--- src/rtl/clk_div_ctrl.sv ---
// Programmable square-wave clock divider with start/stop sequencing.
// Ports: clk_in/reset, en, cfg_valid/cfg_half/cfg_ready/cfg_err, clk_out, tick_rise/tick_fall, running, cur_half.
module clk_div_ctrl #(
  parameter int unsigned DIV_WIDTH    = 16,
  parameter int unsigned DEFAULT_HALF = 195
) (
  input  logic                 clk_in,
  input  logic                 reset,
  input  logic                 en,
  input  logic                 cfg_valid,
  input  logic [DIV_WIDTH-1:0] cfg_half,
  output logic                 cfg_ready,
  output logic                 cfg_err,
  output logic                 clk_out,
  output logic                 tick_rise,
  output logic                 tick_fall,
  output logic                 running,
  output logic [DIV_WIDTH-1:0] cur_half
);

  typedef enum logic [1:0] {
    IDLE,
    RUN,
    STOPPING
  } state_t;

  localparam logic [DIV_WIDTH-1:0] DEF_HALF = DIV_WIDTH'(DEFAULT_HALF);
  localparam logic [DIV_WIDTH-1:0] ONE      = DIV_WIDTH'(1);

  state_t               state_q, state_d;
  logic [DIV_WIDTH-1:0] count_q, count_d;
  logic [DIV_WIDTH-1:0] half_q, half_d;
  logic [DIV_WIDTH-1:0] phalf_q, phalf_d;
  logic                 pend_q, pend_d;
  logic                 clk_q, clk_d;
  logic                 rise_q, rise_d;
  logic                 fall_q, fall_d;
  logic                 err_q, err_d;
  logic                 run_q, run_d;

  logic                 accept;
  logic                 boundary;
  logic                 to_idle;

  assign accept   = cfg_valid & ~pend_q;
  // >= rather than == so a count left above a new limit still wraps
  assign boundary = count_q >= (half_q - ONE);

  always_comb begin
    state_d = state_q;
    count_d = count_q;
    half_d  = half_q;
    phalf_d = phalf_q;
    pend_d  = pend_q;
    clk_d   = clk_q;
    rise_d  = 1'b0;
    fall_d  = 1'b0;
    err_d   = 1'b0;
    to_idle = 1'b0;

    unique case (state_q)
      IDLE: begin
        count_d = '0;
        clk_d   = 1'b0;
        if (en) state_d = RUN;
      end
      RUN, STOPPING: begin
        if (boundary) begin
          count_d = '0;
          clk_d   = ~clk_q;
          rise_d  = ~clk_q;
          fall_d  = clk_q;
        end else begin
          count_d = count_q + ONE;
        end
        if (state_q == RUN) begin
          if (!en) begin
            // leave immediately on a low level, else finish the high phase
            if (!clk_d) begin
              state_d = IDLE;
              count_d = '0;
              to_idle = 1'b1;
            end else begin
              state_d = STOPPING;
            end
          end
        end else begin
          if (en) begin
            state_d = RUN;
          end else if (boundary) begin
            state_d = IDLE;
            to_idle = 1'b1;
          end
        end
      end
      default: begin
        state_d = IDLE;
        count_d = '0;
        clk_d   = 1'b0;
      end
    endcase

    // pending value lands at a period end or on the way to idle
    if (pend_q && (fall_d || to_idle)) begin
      half_d = phalf_q;
      pend_d = 1'b0;
    end

    if (accept) begin
      if (cfg_half == '0) begin
        err_d = 1'b1;
      end else if (state_q == IDLE || to_idle) begin
        half_d = cfg_half;
      end else begin
        phalf_d = cfg_half;
        pend_d  = 1'b1;
      end
    end
  end

  assign run_d = (state_d != IDLE);

  always_ff @(posedge clk_in) begin
    if (reset) begin
      state_q <= IDLE;
      count_q <= '0;
      half_q  <= DEF_HALF;
      phalf_q <= DEF_HALF;
      pend_q  <= 1'b0;
      clk_q   <= 1'b0;
      rise_q  <= 1'b0;
      fall_q  <= 1'b0;
      err_q   <= 1'b0;
      run_q   <= 1'b0;
    end else begin
      state_q <= state_d;
      count_q <= count_d;
      half_q  <= half_d;
      phalf_q <= phalf_d;
      pend_q  <= pend_d;
      clk_q   <= clk_d;
      rise_q  <= rise_d;
      fall_q  <= fall_d;
      err_q   <= err_d;
      run_q   <= run_d;
    end
  end

  assign cfg_ready = ~pend_q;
  assign cfg_err   = err_q;
  assign clk_out   = clk_q;
  assign tick_rise = rise_q;
  assign tick_fall = fall_q;
  assign running   = run_q;
  assign cur_half  = half_q;

endmodule
--- config.mk ---
export PLATFORM = sky130hd
export DESIGN_NAME = clk_div_ctrl
export DESIGN_NICKNAME = d
export VERILOG_FILES = /design/src/rtl/clk_div_ctrl.sv
export SDC_FILE = /design/constraint.sdc
export NUM_CORES = 1
export LEC_CHECK = 0
export CORE_MARGIN = 5
export CORE_UTILIZATION = 44
export CTS_CLUSTER_SIZE = 25
export DETAILED_ROUTE_END_ITERATION = 8
export PLACE_DENSITY_LB_ADDON = 0.12
export REMOVE_ABC_BUFFERS = 1
export SLEW_MARGIN = 20
export SYNTH_ARGS = -nofsm -noshare
export SYNTH_HDL_FRONTEND = slang
export SYNTH_SLANG_ARGS = --single-unit
--- constraint.sdc ---
create_clock -name clk_in -period 8.1 [get_ports clk_in]
set_clock_uncertainty 0.1 [all_clocks]
set_input_delay 0.81 -clock clk_in [delete_from_list [all_inputs] [get_ports clk_in]]
set_output_delay 0.81 -clock clk_in [all_outputs]
set_load 0.05 [all_outputs]
## After elaboration in Yosys (flattened, before gate mapping)

Index checks and enable logic that the tools add are counted.
W data, S select, Z words.

- Register bits: 56
- Bits in latches: 0
- Memory bits (writable): 0
- ROM bits: 0
- Input port bits: 20
- Output and inout port bits: 22
- Memories: 0

- Add/sub/neg operators: 2
- Multiply operators: 0
- Divide/modulo/power cells: 0
- $lt $le $gt $ge: 1
- Equal/unequal tests: 2
- Shift operators: 0
- Muxes and demuxes: 30
- Bitwise logic cells: 8
- Reduce and logical (&&, ||, !) cells: 11

Operator list:

| operator | number |
|---|---|
| $mux W16 | 8 |
| $add A16 B1 Y16 const B | 1 |
| $ge A16 B16 Y1 | 1 |
| $logic_not A16 Y1 | 1 |
| $sub A16 B1 Y16 const B | 1 |
| $mux W1 | 15 |
| $mux W2 | 6 |
| $not A1 Y1 | 7 |
| $reduce_or A2 Y1 | 3 |
| $pmux W2 S2 | 1 |
| $reduce_and A3 Y1 | 1 |
| $reduce_or A3 Y1 | 1 |
| $eq A2 B1 Y1 const B | 1 |
| $eq A2 B2 Y1 const B | 1 |
| $logic_not A2 Y1 | 1 |
| $logic_or A1 B1 Y1 | 2 |
| $reduce_bool A2 Y1 | 1 |
| $and A1 B1 Y1 | 1 |
| $logic_and A1 B1 Y1 | 1 |

## Logic depth before layout (Yosys ltp)

Gate-level depths: netlist of the first run.

- Depth after elaboration: 14
- Mapped depth: 22
- Gate-level depth less buffers: 19

## Worst setup path before layout of the first run

OpenSTA, ideal clock, no wires.

- Path kind: register to register
- Start: register half_q[3] (netlist: cur_half[3])
- End: register half_q[10] (netlist: cur_half[10])
- Library setup time: 91 ps
- Arrival: 4444 ps
- Data required time: 7909 ps
- Setup slack: 3465 ps
- Stages on the path, launching flop included: 21
- Buffers on the path: 2
- Clock period less this slack: 4635 ps
- Cells stage by stage: dfxtp_1 > nor4_1 > nand2_1 > or3_1 > or3_1 > nor2_1 > xnor2_1 > ha_1 > a21oi_1 > nand2_1 > a221oi_1 > and3_1 > buf_6 > inv_2 > ha_1 > a21oi_1 > and3_1 > a21boi_2 > clkbuf_2 > o21ai_0 > a311oi_1

- Word-level cells in the longest chain between the ends: 14
- Elaborated cells on any way between the ends: 19
- Those cells by class: add/sub (1); order compare (1); mux (14); reduce/logical (3)

RTL lines:

| what | RTL line | RTL |
|---|---|---|
| start, declared | 32 | `logic [DIV_WIDTH-1:0] half_q, half_d;` |
| start signal, assigned | 138 | `half_q <= half_d;` |
| $sub A16 B1 Y16 * | 47 | `assign boundary = count_q >= (half_q - ONE);` |
| $ge A16 B16 Y1 * | 47 |  |
| $mux W1 | 68 | `if (boundary) begin` |
| $mux W1 | 61 | `unique case (state_q)` |
| $mux W1 | 79 | `if (!clk_d) begin` |
| $mux W1 | 77 | `if (!en) begin` |
| $mux W1 | 76 | `if (state_q == RUN) begin` |
| $mux W1 | 61 |  |
| $logic_or A1 B1 Y1 | 104 | `if (pend_q && (fall_d \|\| to_idle)) begin` |
| $logic_and A1 B1 Y1 | 104 |  |
| $mux W16 | 104 |  |
| $mux W16 | 112 | `end else if (state_q == IDLE \|\| to_idle) begin` |
| $mux W16 | 110 | `if (cfg_half == '0) begin` |
| $mux W16 * | 109 | `if (accept) begin` |

Every way passes the cells marked *; elsewhere a longest branch is shown, timed or not. The select of a mux whose other input is x is not followed.
A chain may end at the register's enable or synchronous reset.

## Worst setup path in the final report of the first run

- Start: register half_q[3] (netlist: cur_half[3])
- End: register half_q[2] (netlist: cur_half[2])

Same word-level chain as after synthesis.

==> flow_summary.json, run 1 <==
{
  "n_fill_cell": 680,
  "io_pins": 42,
  "cp-end-kind": "register",
  "cts-htree-levels": 2,
  "worstSetupStartpoint": "cur_half[3]",
  "antenna_cells": 0,
  "yosys_warnings": 0,
  "firstDrtPassIters": 4,
  "rows": 30,
  "postPlaceCellArea_sq_mm": 0.003548,
  "worstSetupPathType": "reg2reg",
  "drive_gt1_share_pct": 4.010,
  "grt_first_pass_wirelength_um": 13230,
  "p_leak_uw": 0.001259,
  "die_area_sq_mm": 0.008876,
  "relSlewSlack_pct": 36.96,
  "die_h_um": 94.22,
  "clock_latency_ps": 320,
  "vias": 2796,
  "status": "complete, no violations",
  "synth_area_per_cell_sq_um": 8.434,
  "critical_path.max_fanout": 16,
  "post-route-min-period_ps": 5160,
  "root_buffer": "clkbuf_8",
  "grtUsageMet1_pct": 24.98,
  "die_w_um": 94.22,
  "ys_ff_latch": 56,
  "globalRouteOverflowTotal": 0,
  "coreArea_sq_mm": 0.006832,
  "ant_nets": 0,
  "antenna_found_initial": 0,
  "synth_edf_count": 0,
  "final_cell_area_sq_mm": 0.003645,
  "async_reset_ff_share_pct": 0,
  "synth_cells": 370,
  "synthToLayoutAreaGrowth_pct": 16.80,
  "rsz0062_at_grt": "no",
  "synth_cell_types": 42,
  "powerDensity_mw_per_mm2": 173.8,
  "cts.hold.buffers_added": 0,
  "grt.total_usage_pct": 18.29,
  "tightest_slew_ps": 945.7,
  "cts_resized": 0,
  "ys_seq_area_share_pct": 35.93,
  "clockBufferDepth": 2,
  "maxCapViolCount": 0,
  "hpwl_um": 5762,
  "fmax_ghz": 0.1938,
  "met2_usage_pct": 29.67,
  "holdCritStartpoint": "phalf_q[6]",
  "cts.sinks": 56,
  "slew_viol_final": 0,
  "top_usage_layer": "met2",
  "hold_path_class": "reg2reg",
  "grtUsageMet3_pct": 3.606,
  "detail_route.vias_per_cell": 5.648,
  "cts_tree": "built",
  "arrival_ps": 5290,
  "drt_iter0_markers": 89,
  "grt_pass1_vias": 2655,
  "reg2reg_from": "cur_half[3]",
  "max-vdd-ir-drop_mv": 0.09957,
  "port_buffers": 41,
  "drc": 0,
  "netlist_area_sq_mm": 0.003120,
  "setup_tns_ps": 0,
  "cts.clk_slew.worst_paths_ps": 110,
  "routabilityCongestion": 0.8612,
  "setup_violations": 0,
  "cp-start-kind": "register",
  "worst-endpoint-required_ps": 8240,
  "hold_viol_final": 0,
  "initial_core_util_pct": 45.68,
  "numCtsBuffers": 5,
  "period_share_pct": 63.70,
  "wire_per_inst_um": 15.71,
  "grt_max_degree": 41,
  "cts_setup_buffers": 0,
  "routed_wl_um": 7774,
  "nNetsFinal": 440,
  "synth-main-ff-cell": "dfxtp_1"
}
## worst max-delay path: stages, from the launching register on
cell	delay, ps
dfxtp_1	370
nor4_1	340
nand2_1	130
or3_1	340
or3_1	380
nor2_1	150
xnor2_1	130
ha_1	270
a21oi_1	160
nand2_1	60
a221oi_1	350
and3_1	400
inv_2	120
ha_1	320
a21oi_1	180
and3_1	240
a21boi_2	540
o21ai_0	190
a311oi_1	290
## state kept, by name, summed over array words and instances, names as in the netlist
register   flops
cfg_err        1
clk_out        1
count_q       16
cur_half      16
pend_q         1
phalf_q       16
running        1
state_q        2
tick_fall      1
tick_rise      1
## area by class of cell
cell class              instances  area, sq um  area share (%)
well taps                      96        120.1           3.296
flip-flops and latches         56         1121           30.76
inverters                      16        60.06           1.648
clock inverters                 3        25.02          0.6866
multi-input cells             277         1832           50.26
repair buffers                 42        417.9           11.47
clock buffers                   5        68.82           1.888
## kinds of logic after synthesis
group,count (synthesis),synth area share (%)
adders and majority gates,22,8.821
and+or+nand+nor,121,19.17
xor gates and xnor gates,28,7.859
DFF,56,35.93
buffers and inverters,37,5.453
AOI/OAI and AO/OA,106,22.77
## power breakdown
part / total [uW] / internal, uW / switching [uW]
combinational: 157 / 58.8 / 98.1
clock: 164 / 63.4 / 101
sequential: 312 / 293 / 19.7
## routing by layer
layer  up-vias  wire [um]
met3         5        361
met2        65       3657
met4         0         52
met1      1296       3702
met5         -          0
li1       1430          -
## per-stage QoR
stage	instances	hold WS (ps)	util, %	total power (uW)	setup WS, ps
after floorplan	349	328.7	-	416.5	3424
after global placement	487	347.0	51.94	473.9	3112
after detailed placement	487	350.7	51.94	475.9	2935
after CTS	495	381.2	53.32	641.6	2915
after global routing	495	403.6	53.35	664.8	2446
final	495	378.4	53.35	633.6	2940
## cells in the final DEF (no fill, tap or decap), types with 2 or more instances in the layout
cell type | netlist | final
a21o_4 | 2 | 2
nand2_1 | 18 | 18
o21ai_0 | 33 | 33
nand2b_1 | 2 | 2
dfxtp_1 | 56 | 56
a31oi_1 | 9 | 9
inv_1 | 14 | 14
xor2_1 | 15 | 15
a211o_1 | 4 | 4
inv_6 | 0 | 2
clkdlybuf4s50_1 | 0 | 41
nand4_1 | 8 | 8
nor4b_1 | 2 | 2
nor2_1 | 31 | 30
nor3_1 | 7 | 7
nor4_1 | 6 | 6
ha_1 | 22 | 22
or3_1 | 2 | 2
and3_1 | 8 | 8
a311oi_1 | 13 | 13
a211oi_1 | 12 | 12
nand3_1 | 32 | 32
xnor2_1 | 13 | 13
a2111oi_0 | 4 | 4
clkbuf_8 | 0 | 5
nor2b_1 | 2 | 2
a21oi_1 | 21 | 21
## synthesized netlist by cell type, drive strengths merged, types with 2 or more instances
library cell,count,area (sq um)
or3,2,12.51
a31oi,9,56.30
and3,8,50.05
nor4,6,37.54
inv,15,56.30
a211oi,12,90.09
nand2b,2,12.51
a311oi,13,113.9
dfxtp,56,1121
nand2,18,67.56
clkbuf,14,53.80
nor2b,2,12.51
nor4b,2,17.52
a211o,4,35.03
nand4,8,50.05
o21ai,34,181.4
nor2,31,116.4
buf,7,56.30
a21oi,21,105.1
a2111oi,4,35.03
xor2,15,131.4
nand3,32,160.2
ha,22,275.3
a21o,2,30.03
xnor2,13,113.9
nor3,8,45.04
## final timing paths
path | endpoint | slack [ps] | depth (start not counted)
min | phalf_q[6] | 380 | 1
min reg2reg | phalf_q[6] | 380 | 1
max | cur_half[2] | 2940 | 18
max reg2reg | cur_half[2] | 2940 | 18
(Power assumes the default switching activity.)
==> run 2, diff against run 1 <==
==> constraint.sdc (replaced) <==
create_clock -name clk_in -period 4.6 [get_ports clk_in]
set_clock_uncertainty 0.1 [all_clocks]
set_input_delay 0.46 -clock clk_in [delete_from_list [all_inputs] [get_ports clk_in]]
set_output_delay 0.46 -clock clk_in [all_outputs]
set_load 0.05 [all_outputs]
==> run 2 against run 1 <==
Clock power rose by 100%. Critical path type unchanged. Fmax rose by 18%. Non-clock buffer count is 13 higher. Critical endpoint is now phalf_q[6]. Core utilization rose by 3.9 points. Die area unchanged. First-iteration DRC count up 29%. Global-route usage grew 0.19 points. Highest routed layer unchanged. Wire length grew 1.4%. Flip-flop and latch count unchanged. Register-to-register slack worse by 2700 ps. Final area grew 7.4%. Sequential power grew 75%.
==> flow_summary.json, run 2 (synthesis results as in run 1) <==
{
  "status": "complete, no violations",
  "arrival_ps": 4480,
  "post-route-min-period_ps": 4370,
  "slew_viol_final": 0,
  "top_usage_layer": "met2",
  "grt.total_usage_pct": 18.48,
  "grtUsageMet3_pct": 3.606,
  "period_share_pct": 95.01,
  "powerDensity_mw_per_mm2": 303.3,
  "power_frac_seq_pct": 46.0,
  "grtUsageMet1_pct": 25.10,
  "p_clk_share_pct": 28.2,
  "hold_path_class": "reg2reg",
  "drive_gt1_share_pct": 11.35,
  "critical_path.max_fanout": 14,
  "cts.clk_slew.worst_paths_ps": 100,
  "cp-end-kind": "register",
  "die_h_um": 94.22,
  "vias": 2890,
  "final_cell_area_sq_mm": 0.003914,
  "cts-htree-levels": 2,
  "met2_usage_pct": 29.31,
  "wire_per_inst_um": 15.46,
  "globalRouteOverflowTotal": 0,
  "crit_top_cell": "nand2_1",
  "p_leak_uw": 0.001355,
  "p_int_uw": 797.2,
  "setup_violations": 0,
  "finalWorstSetupSlack_ps": 229.6,
  "drt_iter0_markers": 115,
  "clockBufferDepth": 2,
  "synthToLayoutAreaGrowth_pct": 25.42,
  "firstDrtPassIters": 4,
  "grt_max_degree": 40,
  "maxCapViolCount": 0,
  "whs_ps": 382.7,
  "path_cells": "nor4_2 > nand2_1 > or3_4 > or3_4 > nor2_4 > xnor2_1 > ha_1 > a21oi_2 > nand2_1 > a221oi_2 > and3_4 > inv_2 > ha_4 > a21oi_4 > nand2_2 > a21o_2 > nand2_1 > a211o_1",
  "max-vdd-ir-drop_mv": 0.1568,
  "die_w_um": 94.22,
  "hold_viol_final": 0,
  "nNetsFinal": 455,
  "antenna_cells": 0,
  "cts_tree": "built",
  "cpMaxStageDelayCell": "or3_4",
  "die_area_sq_mm": 0.008876,
  "rows": 30,
  "layout_commonest_cell": "dfxtp_1",
  "initial_core_util_pct": 45.68,
  "cts.hold.buffers_added": 0,
  "port_buffers": 41,
  "clock_latency_ps": 310,
  "drc": 0,
  "tightest_slew_ps": 1010,
  "io_pins": 42,
  "postPlaceCellArea_sq_mm": 0.003659,
  "cts_setup_buffers": 0,
  "grt_first_pass_wirelength_um": 13260,
  "rsz0062_at_grt": "no",
  "antenna_found_initial": 0,
  "hpwl_um": 5752,
  "fmax_ghz": 0.2288,
  "coreArea_sq_mm": 0.006832,
  "numCtsBuffers": 5,
  "cp-start-kind": "register",
  "max_stage_delay_ps": 380,
  "grt_pass1_vias": 2778,
  "routed_wl_um": 7883,
  "final_util_pct": 57.29,
  "relSlewSlack_pct": 32.44,
  "cts.sinks": 56,
  "switching_power_uw": 389.7,
  "p_sw_share_pct": 32.83,
  "ant_nets": 0,
  "root_buffer": "clkbuf_8",
  "pwr-share-comb_pct": 25.9,
  "routabilityCongestion": 0.8950,
  "detail_route.vias_per_cell": 5.667,
  "worstSetupPathType": "reg2reg",
  "worst-endpoint-required_ps": 4710,
  "pre_cts_ws_ps": -161.5,
  "final_cell_mix": "dfxtp_1 (56), clkdlybuf4s50_1 (41), o21ai_0 (33), nand3_1 (32), nor2_1 (30)"
}
## run 2: cell types whose count changed in the layout (fill, tap and decap cells not counted), moves of 2 or more
cell	delta
buf_4	+12
a2111oi_0	-4
a2111oi_2	+4
a21o_2	+2
a21oi_1	-2
a311oi_1	-2
a311oi_2	+2
and3_1	-2
and3_4	+2
or3_1	-2
or3_4	+2
## run 2: power groups by stage
stage               clock [uW]  combinational (uW)  sequential, uW
floorplan                    0                 124             609
global placement             0                 291             554
detailed placement           0                 292             554
CTS                        345                 296             544
global route               364                 332             550
finish                     334                 307             546
## run 2: per-layer routing
| layer | wire length (um) | share of wire (%) |
|---|---|---|
| met3 | 292 | 3.7 |
| met4 | 124 | 1.6 |
| met5 | 0 | 0 |
| met1 | 3776 | 48 |
| met2 | 3689 | 47 |
## run 2: repair_timing
| item | in CTS | in global routing |
|---|---|---|
| pin swaps | 1 | 11 |
| gates resized for setup | 7 | 19 |
| cloned | 0 | 2 |
| endpoints found under the setup margin | 19 | 33 |
## run 2: metrics by stage
step | TNS, ps | std cells | power, uW
6_report | 0 | 510 | 1187
5_1_grt | 0 | 510 | 1247
4_1_cts | 0 | 508 | 1185
3_5_place_dp | -508.9 | 500 | 845.9
3_3_place_gp | -35.76 | 500 | 845.1
2_1_floorplan | -912.1 | 349 | 733.3
## run 2: path summary, 6_finish.rpt
check / to / cells after the start / slack, ps / from
worst max register to register: phalf_q[6] / 18 / 230 / cur_half[2]
worst max-delay path: phalf_q[6] / 18 / 230 / cur_half[2]
worst min register to register: phalf_q[8] / 2 / 380 / phalf_q[8]
worst min-delay path: phalf_q[8] / 2 / 380 / phalf_q[8]
## run 2: area by class of cell
| class | instances | area [sq um] |
|---|---|---|
| fill | 649 | 2918 |
| multi-input combinational | 279 | 1973 |
| sequential | 56 | 1121 |
| timing repair buffer | 55 | 528.0 |
| tap | 96 | 120.1 |
| clock buffer | 6 | 72.57 |
| inverter | 16 | 60.06 |
| clock inverter | 2 | 38.79 |
## run 2: critical path, delay by kind of cell, from the launching register on
family | cells | cell delay [ps]
buf+inv | 1 | 70
compound gates | 5 | 1140
flops | 1 | 330
simple gates | 9 | 1920
xor+xnor | 1 | 130
fa+ha+maj | 2 | 580
